$ cat src/rtl/mem_lock_arbiter.sv
// -----------------------------------------------------------------------------
// mem_lock_arbiter
//
// Round-robin mutex arbiter that shares the global lock memory port among N
// cores. A core keeps req high for as long as it needs exclusive access. The
// arbiter grants one core at a time and keeps that grant until the core drops
// req. While a core owns the port, its address, write data and write enable
// are steered onto the single memory port.
//
// Handshake: req is a level request and gnt is a registered one-hot grant.
// A core may use the port only in cycles where its gnt bit is high. The
// grant is released at the first edge where the owner's req is low. That
// leaves one dead cycle before the next owner is granted. A write enable
// raised without a grant is never forwarded, and it sets err_wr_no_gnt.
//
// Optional feature (macro HOLD_TIMEOUT_EN):
//   The owner is revoked once it has held the port for MAX_HOLD counted hold
//   cycles while another core is waiting. The owner then gets a one-cycle
//   pulse on revoked. It cannot be granted again until it has dropped req
//   for at least one cycle. Without the macro, revoked is tied to 0.
//
// Parameters: N (2..8 cores), AW (address width), DW (data width),
//             MAX_HOLD (hold limit, used only with HOLD_TIMEOUT_EN).
//
// Ports:
//   clk, rst        rising-edge clock, synchronous active-high reset
//   req[N]          level request per core
//   addr_in         core i address at [i*AW +: AW]
//   wdata_in        core i write data at [i*DW +: DW]
//   wren_in[N]      per-core write enable
//   gnt[N]          registered one-hot grant
//   stall[N]        req & ~gnt
//   busy            some grant is active
//   owner[3]        index of the current or last owner
//   mem_addr/mem_wdata/mem_wren   memory port, all 0 when idle
//   err_wr_no_gnt   sticky: a write was attempted without a grant
//   revoked[N]      one-cycle revoke pulse (0 without HOLD_TIMEOUT_EN)
// -----------------------------------------------------------------------------
module mem_lock_arbiter #(
  parameter int N        = 2,
  parameter int AW       = 6,
  parameter int DW       = 32,
  parameter int MAX_HOLD = 16
) (
  input  logic            clk,
  input  logic            rst,
  input  logic [N-1:0]    req,
  input  logic [N*AW-1:0] addr_in,
  input  logic [N*DW-1:0] wdata_in,
  input  logic [N-1:0]    wren_in,
  output logic [N-1:0]    gnt,
  output logic [N-1:0]    stall,
  output logic            busy,
  output logic [2:0]      owner,
  output logic [AW-1:0]   mem_addr,
  output logic [DW-1:0]   mem_wdata,
  output logic            mem_wren,
  output logic            err_wr_no_gnt,
  output logic [N-1:0]    revoked
);

  if (N < 2 || N > 8 || MAX_HOLD < 1) begin : g_bad_param
    $error("mem_lock_arbiter: N must be 2..8 and MAX_HOLD must be at least 1");
  end

  typedef enum logic [1:0] {
    ST_IDLE   = 2'd0,
    ST_HOLD   = 2'd1
`ifdef HOLD_TIMEOUT_EN
    ,
    ST_REVOKE = 2'd2
`endif
  } state_t;

  state_t       state_q, state_d;
  logic [2:0]   ptr_q, ptr_d;
  logic [2:0]   owner_q, owner_d;
  logic [N-1:0] gnt_q, gnt_d;
  logic         err_q, err_d;

  logic [N-1:0] elig;
  logic [2:0]   win_idx;
  logic [N-1:0] win_onehot;
  logic         own_req;
  logic [2:0]   ptr_next;

`ifdef HOLD_TIMEOUT_EN
  localparam int CW = $clog2(MAX_HOLD + 1);
  logic [CW-1:0] cnt_q, cnt_d;
  logic [N-1:0]  mask_q, mask_d;
  logic [N-1:0]  revoked_q, revoked_d;
  logic          others_req;

  // A revoked core stays out of arbitration until its req has been low.
  assign elig       = req & ~mask_q;
  assign others_req = |(req & ~gnt_q);
  assign revoked    = revoked_q;
`else
  assign elig       = req;
  assign revoked    = '0;
`endif

  // gnt_q is one-hot on the owner whenever a grant is active, so masking req
  // with it yields the owner's request without a variable-width index.
  assign own_req  = |(req & gnt_q);
  assign ptr_next = (owner_q == 3'(N - 1)) ? 3'd0 : owner_q + 3'd1;

  // Round-robin pick. The lowest eligible index at or above ptr wins, and if
  // there is none, the lowest eligible index overall wins (wrap-around).
  always_comb begin
    logic         hi_found;
    logic [2:0]   hi_idx;
    logic [2:0]   any_idx;
    hi_found   = 1'b0;
    hi_idx     = 3'd0;
    any_idx    = 3'd0;
    win_onehot = '0;
    for (int i = N - 1; i >= 0; i--) begin
      if (elig[i]) begin
        any_idx = 3'(i);
        if (3'(i) >= ptr_q) begin
          hi_idx   = 3'(i);
          hi_found = 1'b1;
        end
      end
    end
    win_idx = hi_found ? hi_idx : any_idx;
    for (int i = 0; i < N; i++) begin
      if (3'(i) == win_idx) win_onehot[i] = 1'b1;
    end
  end

  // Next-state logic.
  always_comb begin
    state_d = state_q;
    ptr_d   = ptr_q;
    owner_d = owner_q;
    gnt_d   = gnt_q;
    err_d   = err_q | (|(wren_in & ~gnt_q));
`ifdef HOLD_TIMEOUT_EN
    cnt_d     = cnt_q;
    revoked_d = '0;
    mask_d    = mask_q & req;
`endif
    case (state_q)
      ST_IDLE: begin
        if (|elig) begin
          state_d = ST_HOLD;
          owner_d = win_idx;
          gnt_d   = win_onehot;
`ifdef HOLD_TIMEOUT_EN
          cnt_d   = '0;
`endif
        end
      end
      ST_HOLD: begin
        if (!own_req) begin
          state_d = ST_IDLE;
          gnt_d   = '0;
          ptr_d   = ptr_next;
        end
`ifdef HOLD_TIMEOUT_EN
        else if (cnt_q == CW'(MAX_HOLD) && others_req) begin
          state_d   = ST_REVOKE;
          gnt_d     = '0;
          ptr_d     = ptr_next;
          revoked_d = gnt_q;
          mask_d    = mask_d | gnt_q;
        end else if (cnt_q != CW'(MAX_HOLD)) begin
          cnt_d = cnt_q + 1'b1;
        end
`endif
      end
`ifdef HOLD_TIMEOUT_EN
      ST_REVOKE: begin
        state_d = ST_IDLE;
      end
`endif
      default: begin
        state_d = ST_IDLE;
        gnt_d   = '0;
      end
    endcase
  end

  always_ff @(posedge clk) begin
    if (rst) begin
      state_q <= ST_IDLE;
      ptr_q   <= 3'd0;
      owner_q <= 3'd0;
      gnt_q   <= '0;
      err_q   <= 1'b0;
`ifdef HOLD_TIMEOUT_EN
      cnt_q     <= '0;
      mask_q    <= '0;
      revoked_q <= '0;
`endif
    end else begin
      state_q <= state_d;
      ptr_q   <= ptr_d;
      owner_q <= owner_d;
      gnt_q   <= gnt_d;
      err_q   <= err_d;
`ifdef HOLD_TIMEOUT_EN
      cnt_q     <= cnt_d;
      mask_q    <= mask_d;
      revoked_q <= revoked_d;
`endif
    end
  end

  assign gnt           = gnt_q;
  assign stall         = req & ~gnt_q;
  assign busy          = |gnt_q;
  assign owner         = owner_q;
  assign err_wr_no_gnt = err_q;

  // The port follows only the granted core. Steering by gnt_q is the same as
  // steering by owner while busy, and it leaves every output at 0 when idle.
  always_comb begin
    mem_addr  = '0;
    mem_wdata = '0;
    mem_wren  = 1'b0;
    for (int i = 0; i < N; i++) begin
      if (gnt_q[i]) begin
        mem_addr  = addr_in[i*AW +: AW];
        mem_wdata = wdata_in[i*DW +: DW];
        mem_wren  = wren_in[i];
      end
    end
  end

endmodule

$ cat config.mk
export PLATFORM = sky130hd
export DESIGN_NAME = mem_lock_arbiter
export DESIGN_NICKNAME = d
export VERILOG_FILES = /design/src/rtl/mem_lock_arbiter.sv
export SDC_FILE = /design/constraint.sdc
export NUM_CORES = 1
export LEC_CHECK = 0
export BUFFER_PORTS_ARGS = -buffer_cell sky130_fd_sc_hd__buf_2
export CAP_MARGIN = 20
export CORE_ASPECT_RATIO = 1.1
export CORE_MARGIN = 2
export CORE_UTILIZATION = 26
export CTS_CLUSTER_DIAMETER = 80
export DETAILED_ROUTE_END_ITERATION = 10
export PLACE_DENSITY = 0.9
export SYNTH_ARGS = -nofsm -noshare
export SYNTH_HDL_FRONTEND = slang
export SYNTH_SLANG_ARGS = --single-unit
$ cat constraint.sdc
create_clock -name clk -period 1.2 [get_ports clk]
set_input_delay 0.12 -clock clk [delete_from_list [all_inputs] [get_ports clk]]
set_output_delay 0.12 -clock clk [all_outputs]
set_load 0.02 [all_outputs]
==> qor.yml <==
synthesis:
  yosys.area_share.adder: 0
  synth-simple-area-share: 0.105
  yosysTopAreaCell: "a22o_1"
  synth_flop_cell: "dfxtp_1"
  yosys-top-cells-area: "a22o_1 (47%), dfxtp_1 (16%), buf_4 (5.1%)"
  muxShareOfSynthArea: 0
  synthXorXnorAreaFrac: 0
  avgSynthCellArea_um2: 8.29
  synth.cell_area_um2: 729
  seq_area_frac_synth: 0.165
  ys_types: 24
  async_flop_share: 0
  ys_ff_latch: 6
  synth_edf_count: 0
  synthCells: 88
  yosys_warnings: 0
  synth-compound-area-share: 0.590
  synth_top_family_by_area: "compound AO/OA/AOI/OAI gates"
  synth_top_area_share: 0.468
drt:
  drt-vias-per-instance: 5.13
  drt_iter0_drc: 32
  via_count: 1273
  wl_per_cell_um: 14.4
  route.detailed.drc: 0
  firstDrtPassIters: 4
  finalWirelength_um: 3580
  drtAntennaViolNets: 0
setup_path:
  crit_family: "buffers and inverters"
  critPathKind: "flop to primary output"
  crit_fanout: 20
  timing.critical_path.buf_inv: 3
  r2r_setup_slack_ns: 0.12
  worstSetupStartpointType: "flop"
  worstReg2RegStart: "gnt[0]"
  cpPeakStageDelay_ns: 0.32
  critPathArrivalTime_ns: 1.24
  worstReg2RegEnd: "gnt[1]"
  end_kind: "primary output"
  cpMaxStageDelayCell: "dfxtp_2"
  required_ns: 1.08
  crit_chain: "inv_2 -> nor2_4 -> buf_12 -> a22o_1 -> buf_6"
  rr_worst_depth: 4
clock_tree:
  cts_buffer_depth: 2
  cts_max_level: 1
  clock_latency_ns: 0.25
  numCtsBuffers: 3
  clk_pin_slew_ns: 0.05
  clock_sinks: 6
  cts_tree: "done"
  ctsRootBufferMaster: "clkbuf_4"
hold_path:
  min_to: "err_wr_no_gnt"
  min_from: "wren_in[1]"
  hold-path-cell-count: 3
  hold_path.class: "input pin to flop"
flow_run:
  cap_violations: 0
global_routing:
  grt_pass1_wl_um: 4640
  grt_max_degree: 21
  antenna_found_initial: 0
  grt_pass1_vias: 1070
  grtUsageTotal: 0.194
  grt_overflow_total: 0
die:
  die_width_um: 54.5
  dieHeight_um: 59.6
  dieArea_um2: 3250
  pin_count: 132
  core_area_um2: 2730
  start_util: 0.267
  rows: 20
sta:
  finalWorstSetupSlack_ns: -0.161
  rsz0062_at_grt: "true"
  finalSetupViolCount: 39
  hold_viol: 0
  fmaxAchievable_ghz: 0.735
  clock-skew-final_ns: 0.00132
  finalCriticalPeriod_ns: 1.36
  period_share: 1.13
  drv_slew: 0
status:
  violations: "setup timing"
  status: "complete, but fails checks"
place:
  dpl_worst_slack_ns: 0.0700
  dp_hpwl_um: 2610
  portBuffers: 127
  gp_congestion: 0.798
layout:
  diodes: 0
  multi_input_area_um2: 522
  nFillCells: 226
  syn2layout_area_growth_pct: 132
  fin_nets: 299
  drive_gt1_frac: 0.665
  final_core_utilization: 0.619
  regArea_um2: 125
power:
  finalPower_w: 0.00135
  p_leak_nw: 0.926
  power.density_nw_per_um2: 799
  ir_worst_vdd_v: 0.000604
==> cells in the final DEF, fill, tap and decap left out, drive strengths merged <==
cell    synthesis  routed
nor2b           2       2
a211oi          1       1
buf            11     134
a21oi           3       3
dfxtp           6       6
a22oi           1       1
o21ai           1       1
a22o           39      39
clkbuf          2       3
nor2            5       5
nand2b          1       1
conb            1       4
nand2           2       2
and2            1       1
nor3            3       3
a221oi          2       2
inv             3       3
a211o           1       1
a21o            2       2
o31ai           1       1
==> worst max path at each step <==
stage                     startpoint       endpoint  slack, ns  cells past startpoint
final                         gnt[0]   mem_wdata[4]      -0.16                      5
after global routing          gnt[0]  mem_wdata[26]      -0.23                      5
after CTS                     gnt[0]    mem_addr[5]      -0.18                      5
after detailed placement      gnt[0]    mem_addr[5]       0.07                      5
after global placement        gnt[0]  mem_wdata[20]       0.10                      5
after floorplan               gnt[1]  mem_wdata[10]      -0.02                      3
==> worst min-delay path: cells and delay by family <==
| kind | cells | cell delay [ns] |
|---|---|---|
| AND/OR/NAND/NOR | 1 | 0.07 |
| AO/OA/AOI/OAI | 1 | 0.07 |
| buffers and inverters | 1 | 0.09 |
==> through the flow <==
step / cells / area [µm²] / TNS (ns) / hold slack, ns
floorplan: 91 / 743 / -0.490 / 0.185
detailed placement: 244 / 1400 / 0 / 0.390
CTS: 247 / 1620 / -5.85 / 0.131
finish: 248 / 1690 / -5.38 / 0.135
global placement: 244 / 1400 / 0 / 0.384
global route: 248 / 1690 / -8.22 / 0.135
==> flip-flops by register name, summed over array words and instances (netlist names) <==
signal,flops
ptr_q,1
owner,1
err_wr_no_gnt,1
state_q,1
gnt,2
==> Yosys cell counts (all sizes together) (2+ instances only) <==
library cell  number
buf               11
nor2b              2
nor3               3
a21o               2
nor2               5
dfxtp              6
clkbuf             2
nand2              2
a21oi              3
a22o              39
a221oi             2
inv                3
==> cells by family (layout without fill, tap and decap cells) <==
| group | after synthesis | after routing |
|---|---|---|
| AOI/OAI and AO/OA | 51 | 51 |
| buffers and inverters | 16 | 140 |
| DFF | 6 | 6 |
| other | 1 | 4 |
| and+or+nand+nor | 14 | 14 |
==> routing by layer <==
layer	part of all wire	global-route usage
met5	0	0
met4	0.030	0.139
met3	0.080	0.0328
met2	0.54	0.360
met1	0.35	0.185
==> final cells by class <==
type,count,share of cell area
repair buffers,134,0.573
multi-input cells,69,0.309
flip-flops and latches,6,0.0741
well taps,33,0.0244
clock buffers,3,0.0133
inverters,3,0.00667
==> what timing repair did <==
action / 4_1_cts / 5_1_grt
hold buffers: 0 / 0
endpoints found under the setup margin: 41 / 40
resized for setup: 64 / 18
setup buffers: 0 / 1
==> report_power, final <==
part | switching [W] | total [W] | internal (W)
Combinational | 0.000441 | 0.000918 | 0.000477
Sequential | 0.0000215 | 0.000240 | 0.000219
Clock | 0.0000779 | 0.000191 | 0.000113
Total | 0.000541 | 0.00135 | 0.000809
Power figures use the tool's default switching activity.
